**config.mk**
```make
export PLATFORM = sky130hd
export DESIGN_NAME = memoria_ram_resp
export DESIGN_NICKNAME = d
export VERILOG_FILES = /design/src/rtl/memoria_ram_resp.sv
export SDC_FILE = /design/constraint.sdc
export NUM_CORES = 1
export LEC_CHECK = 0
export ABC_AREA = 1
export CELL_PAD_IN_SITES_DETAIL_PLACEMENT = 1
export CELL_PAD_IN_SITES_GLOBAL_PLACEMENT = 2
export CORE_UTILIZATION = 39
export DETAILED_ROUTE_END_ITERATION = 7
export HOLD_SLACK_MARGIN = 0.06
export PLACE_DENSITY_LB_ADDON = 0.05
export SLEW_MARGIN = 20
export SYNTH_ARGS = -nofsm -noshare
export SYNTH_HDL_FRONTEND = slang
export SYNTH_SLANG_ARGS = --single-unit
```
**constraint.sdc**
```tcl
create_clock -name clock -period 2.5 [get_ports clock]
set_clock_uncertainty 0.15 [all_clocks]
set_input_delay 0.5 -clock clock [delete_from_list [all_inputs] [get_ports clock]]
set_output_delay 0.5 -clock clock [all_outputs]
set_load 0.05 [all_outputs]
```
**src/rtl/memoria_ram_resp.sv**
```systemverilog
// memoria_ram_resp
// ----------------
// Memory responder for the control unit's rd/we request interface. Holds a
// 2^LARGURA_END x LARGURA_DADO RAM. A rising edge on rd or we (seen while idle)
// starts one access. The access completes after LATENCIA wait cycles and is
// signalled by a one-cycle pronto pulse.
//
// Handshake: the requester raises rd or we with endMem/dataInMem stable. The
// responder accepts on the first rising clock edge that sees the level rise
// while it is idle, and latches address and data at that edge. The requester
// then waits for pronto and samples dataOutMem in the pronto cycle. It must
// drop and re-raise rd/we to issue another request. Edges that arrive while
// busy are dropped, not queued.
//
// Ports:
//   clock      in   system clock, rising edge
//   reset      in   synchronous active-low reset
//   rd, we     in   read / write request levels (rising edge = request)
//   endMem     in   access address, sampled at acceptance
//   dataInMem  in   write data, sampled at acceptance
//   dataOutMem out  last word read (registered)
//   pronto     out  one-cycle completion pulse
//   ocupado    out  request in progress
//   erro       out  sticky flag: rd and we rose in the same cycle
module memoria_ram_resp #(
    parameter int LARGURA_DADO = 8,
    parameter int LARGURA_END  = 4,
    parameter int LATENCIA     = 2
) (
    input  logic                    clock,
    input  logic                    reset,
    input  logic                    rd,
    input  logic                    we,
    input  logic [LARGURA_END-1:0]  endMem,
    input  logic [LARGURA_DADO-1:0] dataInMem,
    output logic [LARGURA_DADO-1:0] dataOutMem,
    output logic                    pronto,
    output logic                    ocupado,
    output logic                    erro
);

    localparam logic [1:0] OCIOSO  = 2'd0;
    localparam logic [1:0] ESPERA  = 2'd1;
    localparam logic [1:0] CONCLUI = 2'd2;

    localparam int         PROF    = 1 << LARGURA_END;
    localparam logic [3:0] CNT_FIM = 4'(LATENCIA - 1);

    logic [1:0]              estado_q, estado_d;
    logic [3:0]              cont_q, cont_d;
    logic                    rd_ant_q, we_ant_q;
    logic                    op_esc_q, op_esc_d;
    logic [LARGURA_END-1:0]  end_q, end_d;
    logic [LARGURA_DADO-1:0] dado_q, dado_d;
    logic [LARGURA_DADO-1:0] dout_q, dout_d;
    logic                    pronto_q, pronto_d;
    logic                    ocupado_q, ocupado_d;
    logic                    erro_q, erro_d;
    logic                    mem_we;
    logic                    borda_rd, borda_we;

    logic [LARGURA_DADO-1:0] mem [PROF];

    // The previous-level flops always track their inputs, so a level still
    // high when the FSM returns to idle does not count as a new request.
    assign borda_rd = rd & ~rd_ant_q;
    assign borda_we = we & ~we_ant_q;

    always_comb begin
        estado_d  = estado_q;
        cont_d    = cont_q;
        op_esc_d  = op_esc_q;
        end_d     = end_q;
        dado_d    = dado_q;
        dout_d    = dout_q;
        pronto_d  = 1'b0;
        ocupado_d = ocupado_q;
        erro_d    = erro_q;
        mem_we    = 1'b0;

        // ocupado falls in the cycle after the pronto pulse. A request
        // accepted in that same cycle sets it again below.
        if (pronto_q) begin
            ocupado_d = 1'b0;
        end

        case (estado_q)
            OCIOSO: begin
                if (borda_rd && borda_we) begin
                    erro_d = 1'b1;
                end else if (borda_rd || borda_we) begin
                    op_esc_d  = borda_we;
                    end_d     = endMem;
                    dado_d    = dataInMem;
                    cont_d    = 4'd0;
                    estado_d  = ESPERA;
                    ocupado_d = 1'b1;
                    erro_d    = 1'b0;
                end
            end
            ESPERA: begin
                cont_d = cont_q + 4'd1;
                if (cont_q == CNT_FIM) begin
                    estado_d = CONCLUI;
                end
            end
            CONCLUI: begin
                // pronto and dataOutMem are registered at the edge that
                // leaves CONCLUI, so both appear in the same cycle.
                pronto_d = 1'b1;
                estado_d = OCIOSO;
                if (op_esc_q) begin
                    mem_we = 1'b1;
                end else begin
                    dout_d = mem[end_q];
                end
            end
            default: begin
                estado_d = OCIOSO;
            end
        endcase
    end

    always_ff @(posedge clock) begin
        if (!reset) begin
            estado_q  <= OCIOSO;
            cont_q    <= 4'd0;
            rd_ant_q  <= 1'b0;
            we_ant_q  <= 1'b0;
            op_esc_q  <= 1'b0;
            end_q     <= '0;
            dado_q    <= '0;
            dout_q    <= '0;
            pronto_q  <= 1'b0;
            ocupado_q <= 1'b0;
            erro_q    <= 1'b0;
        end else begin
            estado_q  <= estado_d;
            cont_q    <= cont_d;
            rd_ant_q  <= rd;
            we_ant_q  <= we;
            op_esc_q  <= op_esc_d;
            end_q     <= end_d;
            dado_q    <= dado_d;
            dout_q    <= dout_d;
            pronto_q  <= pronto_d;
            ocupado_q <= ocupado_d;
            erro_q    <= erro_d;
        end
    end

    // RAM contents survive reset. Reset blocks the commit so that an aborted
    // write never lands.
    always_ff @(posedge clock) begin
        if (mem_we && reset) begin
            mem[end_q] <= dado_q;
        end
    end

    assign dataOutMem = dout_q;
    assign pronto     = pronto_q;
    assign ocupado    = ocupado_q;
    assign erro       = erro_q;

endmodule

```
==> results of run 1 <==
## report_power, final
group          internal, mW  switching [mW]  total (mW)
sequential             2.96           0.130        3.09
combinational         0.195           0.447       0.642
clock                  1.67            1.01        2.68
total                  4.83            1.58        6.41
## stage by stage
step / worst slack [ps] / total power, mW / utilization [%] / hold WS, ps
global placement: 26.91 / 3.791 / 44.44 / 308.1
CTS: 248.3 / 6.493 / 48.29 / 326.5
detailed placement: 2.795 / 3.801 / 44.44 / 315.1
floorplan: 656.0 / 3.497 / - / 320.8
finish: 270.1 / 6.415 / 48.29 / 318.4
global route: 213.5 / 6.655 / 48.29 / 343.6
## layer usage
layer	up-vias	part of all wire [%]	track usage, %
li1	2218	-	-
met5	-	0	0
met1	2180	46	28.35
met3	18	4.0	4.316
met2	78	48	34.67
met4	0	1.9	8.722
## final timing paths
path	end	slack, ps	cells after the start
setup / recovery	erro	270	1
hold / removal	ocupado$_SDFF_PN0_	320	2
setup reg to reg	mem[10][1]$_DFFE_PP_	590	7
hold reg to reg	ocupado$_SDFF_PN0_	320	2
## cells in the final DEF (no fill, tap or decap), drive strengths merged
cell type / Yosys / final
o21ai: 24 / 24
clkbuf: 7 / 19
nand2: 267 / 267
a21oi: 12 / 12
edfxtp: 128 / 128
nor2: 57 / 57
clkdlybuf4s50: 0 / 26
bufinv: 0 / 4
inv: 21 / 23
ha: 2 / 2
nor3: 3 / 3
or2: 2 / 2
nand4: 8 / 8
dfxtp: 32 / 32
clkinv: 1 / 6
nand3: 51 / 51
buf: 21 / 35
clkinvlp: 0 / 2
## cells by family after synthesis
logic type	count (synthesis)	share of synthesized area [%]
and+or+nand+nor	388	24.02
DFF	160	69.22
adders and majority gates	2	0.3862
buffers and inverters	50	3.592
AOI/OAI and AO/OA	36	2.781
## cell type report
cell class                 count  area (µm²)
clock buffer                  19       432.9
clock inverter                13       185.2
fill                        1741        8304
inverter                      22       82.58
multi-input combinational    426        1762
sequential                   160        4486
tap                          216       270.3
timing repair buffer          61       535.5
## registers in the layout, indices dropped and copies added, names as in the netlist
register and flops:
ocupado 1, rd_ant_q 1, pronto 1, cont_q 4, op_esc_q 1, we_ant_q 1
dado_q 8, estado_q 2, mem 128, erro 1, end_q 4, dataOutMem 8
==> results.md, run 1 <==
- Of all cell types, the one taking the most synthesized area is sky130_fd_sc_hd__edfxtp_1.
- STA classifies the critical path startpoint as a register.
- The total area inside the core boundary comes to approximately 16000 µm².
- Counting flops with a built-in enable in the synthesized netlist gives 128.
- Walking the worst path, the cells encountered are clkdlybuf4s50_1.
- The capturing element type of the critical path is an output port.
- The clock net in this run drives a total of between 150 and 200 sinks.
- The clock passes through at most 2 buffers.
- The final standard cell count with taps included and fillers excluded is ~920.
- The worst path buffer plus inverter count is 1.
- The flow ran to the end, and the final reports show no timing, DRC or antenna violations.
- Setup repair after global routing left no endpoint under its margin.
- The total nets after synthesis is approximately 650.
- The most used standard cell by instance count after synthesis is sky130_fd_sc_hd__nand2_1.
- The count of final hold-check violations was 0.
- The setup fix buffers added after clock tree synthesis is 0.
- The number of antenna violations at the first check in global routing was 0.
- By count the netlist is led by 267 x sky130_fd_sc_hd__nand2_1, 128 x sky130_fd_sc_hd__edfxtp_1, 56 x sky130_fd_sc_hd__nor2_1, 51 x sky130_fd_sc_hd__nand3_1, 32 x sky130_fd_sc_hd__dfxtp_1.
- On the critical path, the stage with the largest delay is an instance of sky130_fd_sc_hd__clkdlybuf4s50_1.
- Buffers inserted to repair hold after CTS numbered 0.
- In this run, post-CTS repair resized a total of 0 instances.
- The sum of negative setup slack is 0 ps.
- The first global-routing pass estimated around 26000 µm of wire.
- Global routing finished with a remaining overflow of 0.
- The final layout contains routed wiring with a total length of about 17000 µm.
- The worst path in the final design needs a cycle of 2230 ps, including I/O delays and setup.
- The sequential fraction of the synthesis area is between 60% and 70%.
- The first-pass detailed-route iteration total is 4.
- In this run the number of H-tree levels came out at 4.
- The placed standard-cell area is just over 7000 µm².
- The via count of the first global-routing pass was about 4600.
- The post-route standard cell area excluding fillers is roughly 7800 µm².
- For this run, the slowest stage of the critical path takes between 800 and 900 ps.
- Clock tree synthesis inserted a total of 17 buffers.
- The routed length per instance is 18.38 µm.
- The class of the most critical hold timing path is reg -> reg.
- The total number of placement rows is 46.
- The worst hold path startpoint is ocupado$_SDFF_PN0_.
- The floorplan step defined a die boundary enclosing roughly 17000 µm².
- The first routing iteration left 291 violations.
- The worst path uses 89.19% of the clock period.
- The I/O pin count is 27.
- In the final design database the tool counted 706 nets.
- The largest delay contributor family on the critical path is buffers and inverters.
- Ranked by total cell area, the synthesized netlist is headed by sky130_fd_sc_hd__edfxtp_1 59%, sky130_fd_sc_hd__nand2_1 15%, sky130_fd_sc_hd__dfxtp_1 9.9%.
- Of all flip-flops after synthesis, the portion carrying an async set or reset was 0%.
- At the pin with the least slew margin, the transition time is around 950 ps.
- The floorplan step set the die height to 130.9 µm.
- Once detail routing completed, the nets flagged for antenna violations numbered 0.
- The initial standard-cell utilization of the core is between 40% and 50%.
- After detailed routing, the number of remaining DRC violations is 0.
- The count of placed standard cells including taps is a little under 900.
- The top cell type by area accounts for between 50% and 60% of the synthesized area.
- 0 antenna diodes ended up in the layout.
- The category of the most critical setup path is reg -> out.
- TritonCTS built the clock tree.
- Measured along the x axis, the die boundary spans 130.9 µm.
- The root buffer cell chosen for the clock tree is sky130_fd_sc_hd__clkbuf_16.
- Dividing total power by cell area gives a power density of between 800 and 900 nW/µm².
- The clock-pin slew reported for the worst setup and hold paths after clock tree synthesis is about 60 ps.
- The post-route netlist has 10.56% of its cells at a drive strength greater than 1.
- The data required time at the worst endpoint is between 1500 and 2000 ps.
- The most used flip-flop cell after synthesis is sky130_fd_sc_hd__edfxtp_1.
- The total of flip-flops plus latches after synthesis is 160.
- The total of max-cap violations is 0.
- Clock latency on the worst-skew pair, taken at its later pin, is about 420 ps.
- The reg-to-reg critical path startpoint is estado_q[0]$_SDFFE_PN0P_.
- Summed over all cells, the static leakage comes to 3.036 nW.
- The routed via count divided by cell count is 4.901.
- The data arrival at the endpoint of the critical path is approximately 1600 ps.
- The count of buffers from port buffering is 26.
- The worst vdd rail ir drop is approximately 0.50 mV.
- The signed area change from the synthesized netlist to the final layout is 19.68%.
- The Yosys step of the flow raised 0 warnings.
- The largest net degree at the start of global routing is 67.
- Global routing used about 21% of the available tracks across all layers.
- The instance count of the mapped netlist is approximately 640.
- The mean cell area of the mapped netlist is roughly 10 µm².
- The critical path starts at erro$_SDFFE_PN0P_.
- The post-synthesis instance area is around 6500 µm².
- Headroom to the max-slew limit came out at about 36%.
- Based on the critical path, the design can be clocked at up to ~0.45 GHz.
- The setup-violating endpoint count in the final report is 0.
- The last weighted congestion value of the routability-driven placer is 0.7991.
- The via total after detailed routing is around 4500.
- In this run the worst path has a maximum fanout of 2.
- The final max-slew violation count is 0.
- The HPWL after detailed placement is ~11000 µm.
- The count of different cell masters after synthesis is 21.
Note: power is estimated with default switching activity, not from simulation.
==> run 2: changes to the inputs <==
--- a/config.mk
+++ b/config.mk
@@ -11,5 +11,5 @@
 export CORE_UTILIZATION = 39
 export DETAILED_ROUTE_END_ITERATION = 7
-export HOLD_SLACK_MARGIN = 0.06
+export HOLD_SLACK_MARGIN = 0.03
 export PLACE_DENSITY_LB_ADDON = 0.05
 export SLEW_MARGIN = 20
--- a/constraint.sdc
+++ b/constraint.sdc
@@ -3,3 +3,3 @@
 set_input_delay 0.5 -clock clock [delete_from_list [all_inputs] [get_ports clock]]
 set_output_delay 0.5 -clock clock [all_outputs]
-set_load 0.05 [all_outputs]
+set_load 0.01 [all_outputs]
==> results of run 2 <==
Same layout as run 1 (identical final DEF). Status: completed.
Among the figures that moved: setup slack after layout 270.1 ps -> 423.7 ps; start point of the critical path erro$_SDFFE_PN0P_ -> reset; end point of the critical path erro -> mem[10][1]$_DFFE_PP_; total power 6.415 mW -> 6.395 mW
==> run 3: changes to the inputs <==
clock period = 2.2 ns   (was 2.5 ns; I/O delays follow)
==> run 3 against run 2 <==
  * Sequential power is 10% higher
  * Combinational power grew 38%
  * Non-clock buffer count grew 12
  * Cell count is 1.3% higher
  * Critical endpoint is now mem[6][0]$_DFFE_PP_
  * Die area unchanged
  * Largest cell class unchanged
  * First-iteration DRC count grew 18%
  * Power up 11%
  * Utilization grew 0.37 points
  * Setup slack worse by 290 ps
  * Clock power grew 6%
  * Design area up 0.76%
==> results.md, run 3 (synthesized netlist as in run 1, its figures left out) <==
- The flow ran to the end, and the final reports show no timing, DRC or antenna violations.
- In this design, the stage delay of the slowest critical-path cell is 500 ps.
- The latest clock arrival within the worst-skew pair is around 430 ps.
- The repair_antennas step left the layout with diodes totalling 0.
- In the final design database the tool counted ~720 nets.
- The largest buffer count on any clock path is 2.
- The die is approximately 130 µm wide.
- The count of buffers from port buffering is 26.
- The critical path goes through clkdlybuf4s50_1 -> inv_2 -> nor3_2 -> nand3_1 -> buf_4 -> nor2_1 -> buf_4.
- The initial standard-cell utilization of the core is roughly two fifths.
- STA puts the critical path data required time at approximately 2200 ps.
- The final max-slew violation count is 0.
- The total area inside the core boundary comes to 16060 µm².
- The most frequent cell on the critical path is sky130_fd_sc_hd__buf_4.
- After detailed routing, the total wire length is ~18000 µm.
- The number of antenna violations at the first check in global routing was 1.
- The depth of the CTS H-tree is 4.
- Leaving out fill and tap cells, the most frequent cell in the layout is sky130_fd_sc_hd__nand2_1.
- Cells with a size suffix above 1 make up 12.06% of the layout.
- The count of final hold-check violations came to 0.
- The share of the clock period used by the worst path after layout is around 94%.
- The total global-route track usage is 22.51%.
- The worst vdd rail ir drop is approximately 0.65 mV.
- The number of flip-flops in the largest register is 128.
- In the final routed layout, each cell accounts on average for 18.98 µm.
- The setup fix buffers added after clock tree synthesis is 0.
- From synthesis to final layout, the design area changed by 20.59%.
- The die covers around 17000 µm².
- The power density normalized to cell area is between 900 and 1000 nW/µm².
- The utilization after layout is about half.
- By startpoint and endpoint, the worst setup path is classified as in -> reg.
- The number of gates resized after CTS was 0.
- Measured against its own limit, the worst slew margin works out to between 70% and 80%.
- Final hold analysis gives a worst-case slack of about 350 ps.
- The total number of placement rows is between 40 and 50.
- The flop-to-flop setup slack is 220 ps.
- The post-detailed-route count of antenna-violating nets is 0.
- Based on the critical path, the design can be clocked at up to 0.4836 GHz.
- The clock-pin slew reported for the worst setup and hold paths after clock tree synthesis is 70 ps.
- The cell at the root of the clock tree is sky130_fd_sc_hd__clkbuf_16.
- Along the worst path, the maximum fanout reaches 8.
- The largest net degree at the start of global routing is 46.
- The number of buffers created by CTS is 17.
- The slew at the pin closest to its max-slew limit is 438.9 ps.
- STA classifies the critical path endpoint as a register.
- The slowest cell on the critical path is sky130_fd_sc_hd__clkdlybuf4s50_1.
- Hold repair after CTS inserted 0 buffers.
- The worst path needs 2068 ps of the cycle, external delays included.
- The I/O pin count is 27.
- Broken down by cell family, the worst path's largest delay share belongs to buffers and inverters.
- The last weighted congestion value of the routability-driven placer is approximately 0.8.
- The via count of the first global-routing pass is about 4700.
- The TritonCTS clock tree is yes.
- In the layout the commonest cells are 267 x sky130_fd_sc_hd__nand2_1, 128 x sky130_fd_sc_hd__edfxtp_1, 56 x sky130_fd_sc_hd__nor2_1, 51 x sky130_fd_sc_hd__nand3_1, 45 x sky130_fd_sc_hd__buf_4.
- STA puts the critical path data arrival time at a little over 2000 ps.
- The global-route wire length before repair is around 27000 µm.
- The first detailed-routing pass took 5 iterations.
- STA classifies the critical path startpoint as an input pin.
- Summed over all layers, the global routing overflow is 0.
- For this design the static power due to leakage is approximately 3.1 nW.
- From bottom edge to top edge, the die measures roughly 130 µm.
- The HPWL after detailed placement is around 12000 µm.
- The detailed router finished its first iteration with 342 violations.
- Setup violations remaining at the end of the flow were counted as 0.
- Setup repair after global routing left no endpoint under its margin.
- The register with the most flip-flops is mem.
- For this design, the sink count on the clock tree is 160.
- Across the run, the number of max-cap violations was 0.
- Dividing the detail-routed via count by the number of cells gives between 4 and 5.
- The overall power of the completed layout is around 7 mW.
- The fill cell total of the finished layout is 1791.
- The via total after detailed routing is roughly 4600.
- The worst path buffer plus inverter count is 4.
- The min-delay analysis places its worst path in the category reg -> reg.
- After detailed routing, the number of remaining DRC violations is 0.
==> run 3: cell count changes in the layout (fill, tap and decap cells not counted) <==
| cell | change |
|---|---|
| sky130_fd_sc_hd__bufinv_16 | -2 |
| sky130_fd_sc_hd__inv_6 | -1 |
| sky130_fd_sc_hd__clkinvlp_4 | +4 |
| sky130_fd_sc_hd__buf_12 | +1 |
| sky130_fd_sc_hd__buf_4 | +11 |
| sky130_fd_sc_hd__clkinv_2 | -1 |
==> run 3: final timing paths <==
path,start,to,depth (start not counted)
worst max-delay path,reset,mem[6][0]$_DFFE_PP_,7
worst max register to register,estado_q[0]$_SDFFE_PN0P_,mem[6][0]$_DFFE_PP_,7
worst min register to register,ocupado$_SDFF_PN0_,ocupado$_SDFF_PN0_,2
worst min-delay path,ocupado$_SDFF_PN0_,ocupado$_SDFF_PN0_,2
==> run 3: area by class of cell <==
type                            instances  area (µm²)  area share [%]
Clock buffer                           19       432.9           5.541
Clock inverter                         13       141.4           1.810
Inverter                               22       82.58           1.057
Multi-Input combinational cell        426        1762           22.55
Sequential cell                       160        4486           57.42
Tap cell                              216       270.3           3.459
Timing Repair Buffer                   73       638.1           8.168
==> run 3: metal layers <==
| metal | track usage [%] | share of wire (%) | vias up |
|---|---|---|---|
| met5 | 0 | 0 | - |
| met4 | 9.060 | 2.0 | 0 |
| met3 | 3.664 | 3.7 | 24 |
| met2 | 36.91 | 48 | 105 |
| met1 | 29.87 | 47 | 2248 |
| li1 | - | - | 2243 |
==> run 3: power breakdown <==
part	internal [mW]	switching [mW]	leakage, nW
sequential	3.36	0.0522	1.42
combinational	0.256	0.602	1.38
clock	1.67	1.16	0.262
==> run 3: worst reg2reg max path, stage by stage (launching register included) <==
cell and delay [ps]:
sky130_fd_sc_hd__dfxtp_1 310, sky130_fd_sc_hd__inv_1 70, sky130_fd_sc_hd__nand2_1 120, sky130_fd_sc_hd__nor3_2 310
sky130_fd_sc_hd__nand3_1 210, sky130_fd_sc_hd__buf_4 190, sky130_fd_sc_hd__nor2_1 130, sky130_fd_sc_hd__buf_4 200
==> run 3: per-stage QoR <==
step | cell area (µm²) | TNS, ps | setup WS (ps) | cells
2_1_floorplan | 6479 | 0 | 416.0 | 636
4_1_cts | 7812 | 0 | 121.5 | 929
3_5_place_dp | 7238 | -28610 | -321.8 | 897
6_report | 7812 | 0 | 132.2 | 929
3_3_place_gp | 7238 | -22060 | -283.5 | 897
5_1_grt | 7812 | 0 | 40.09 | 929
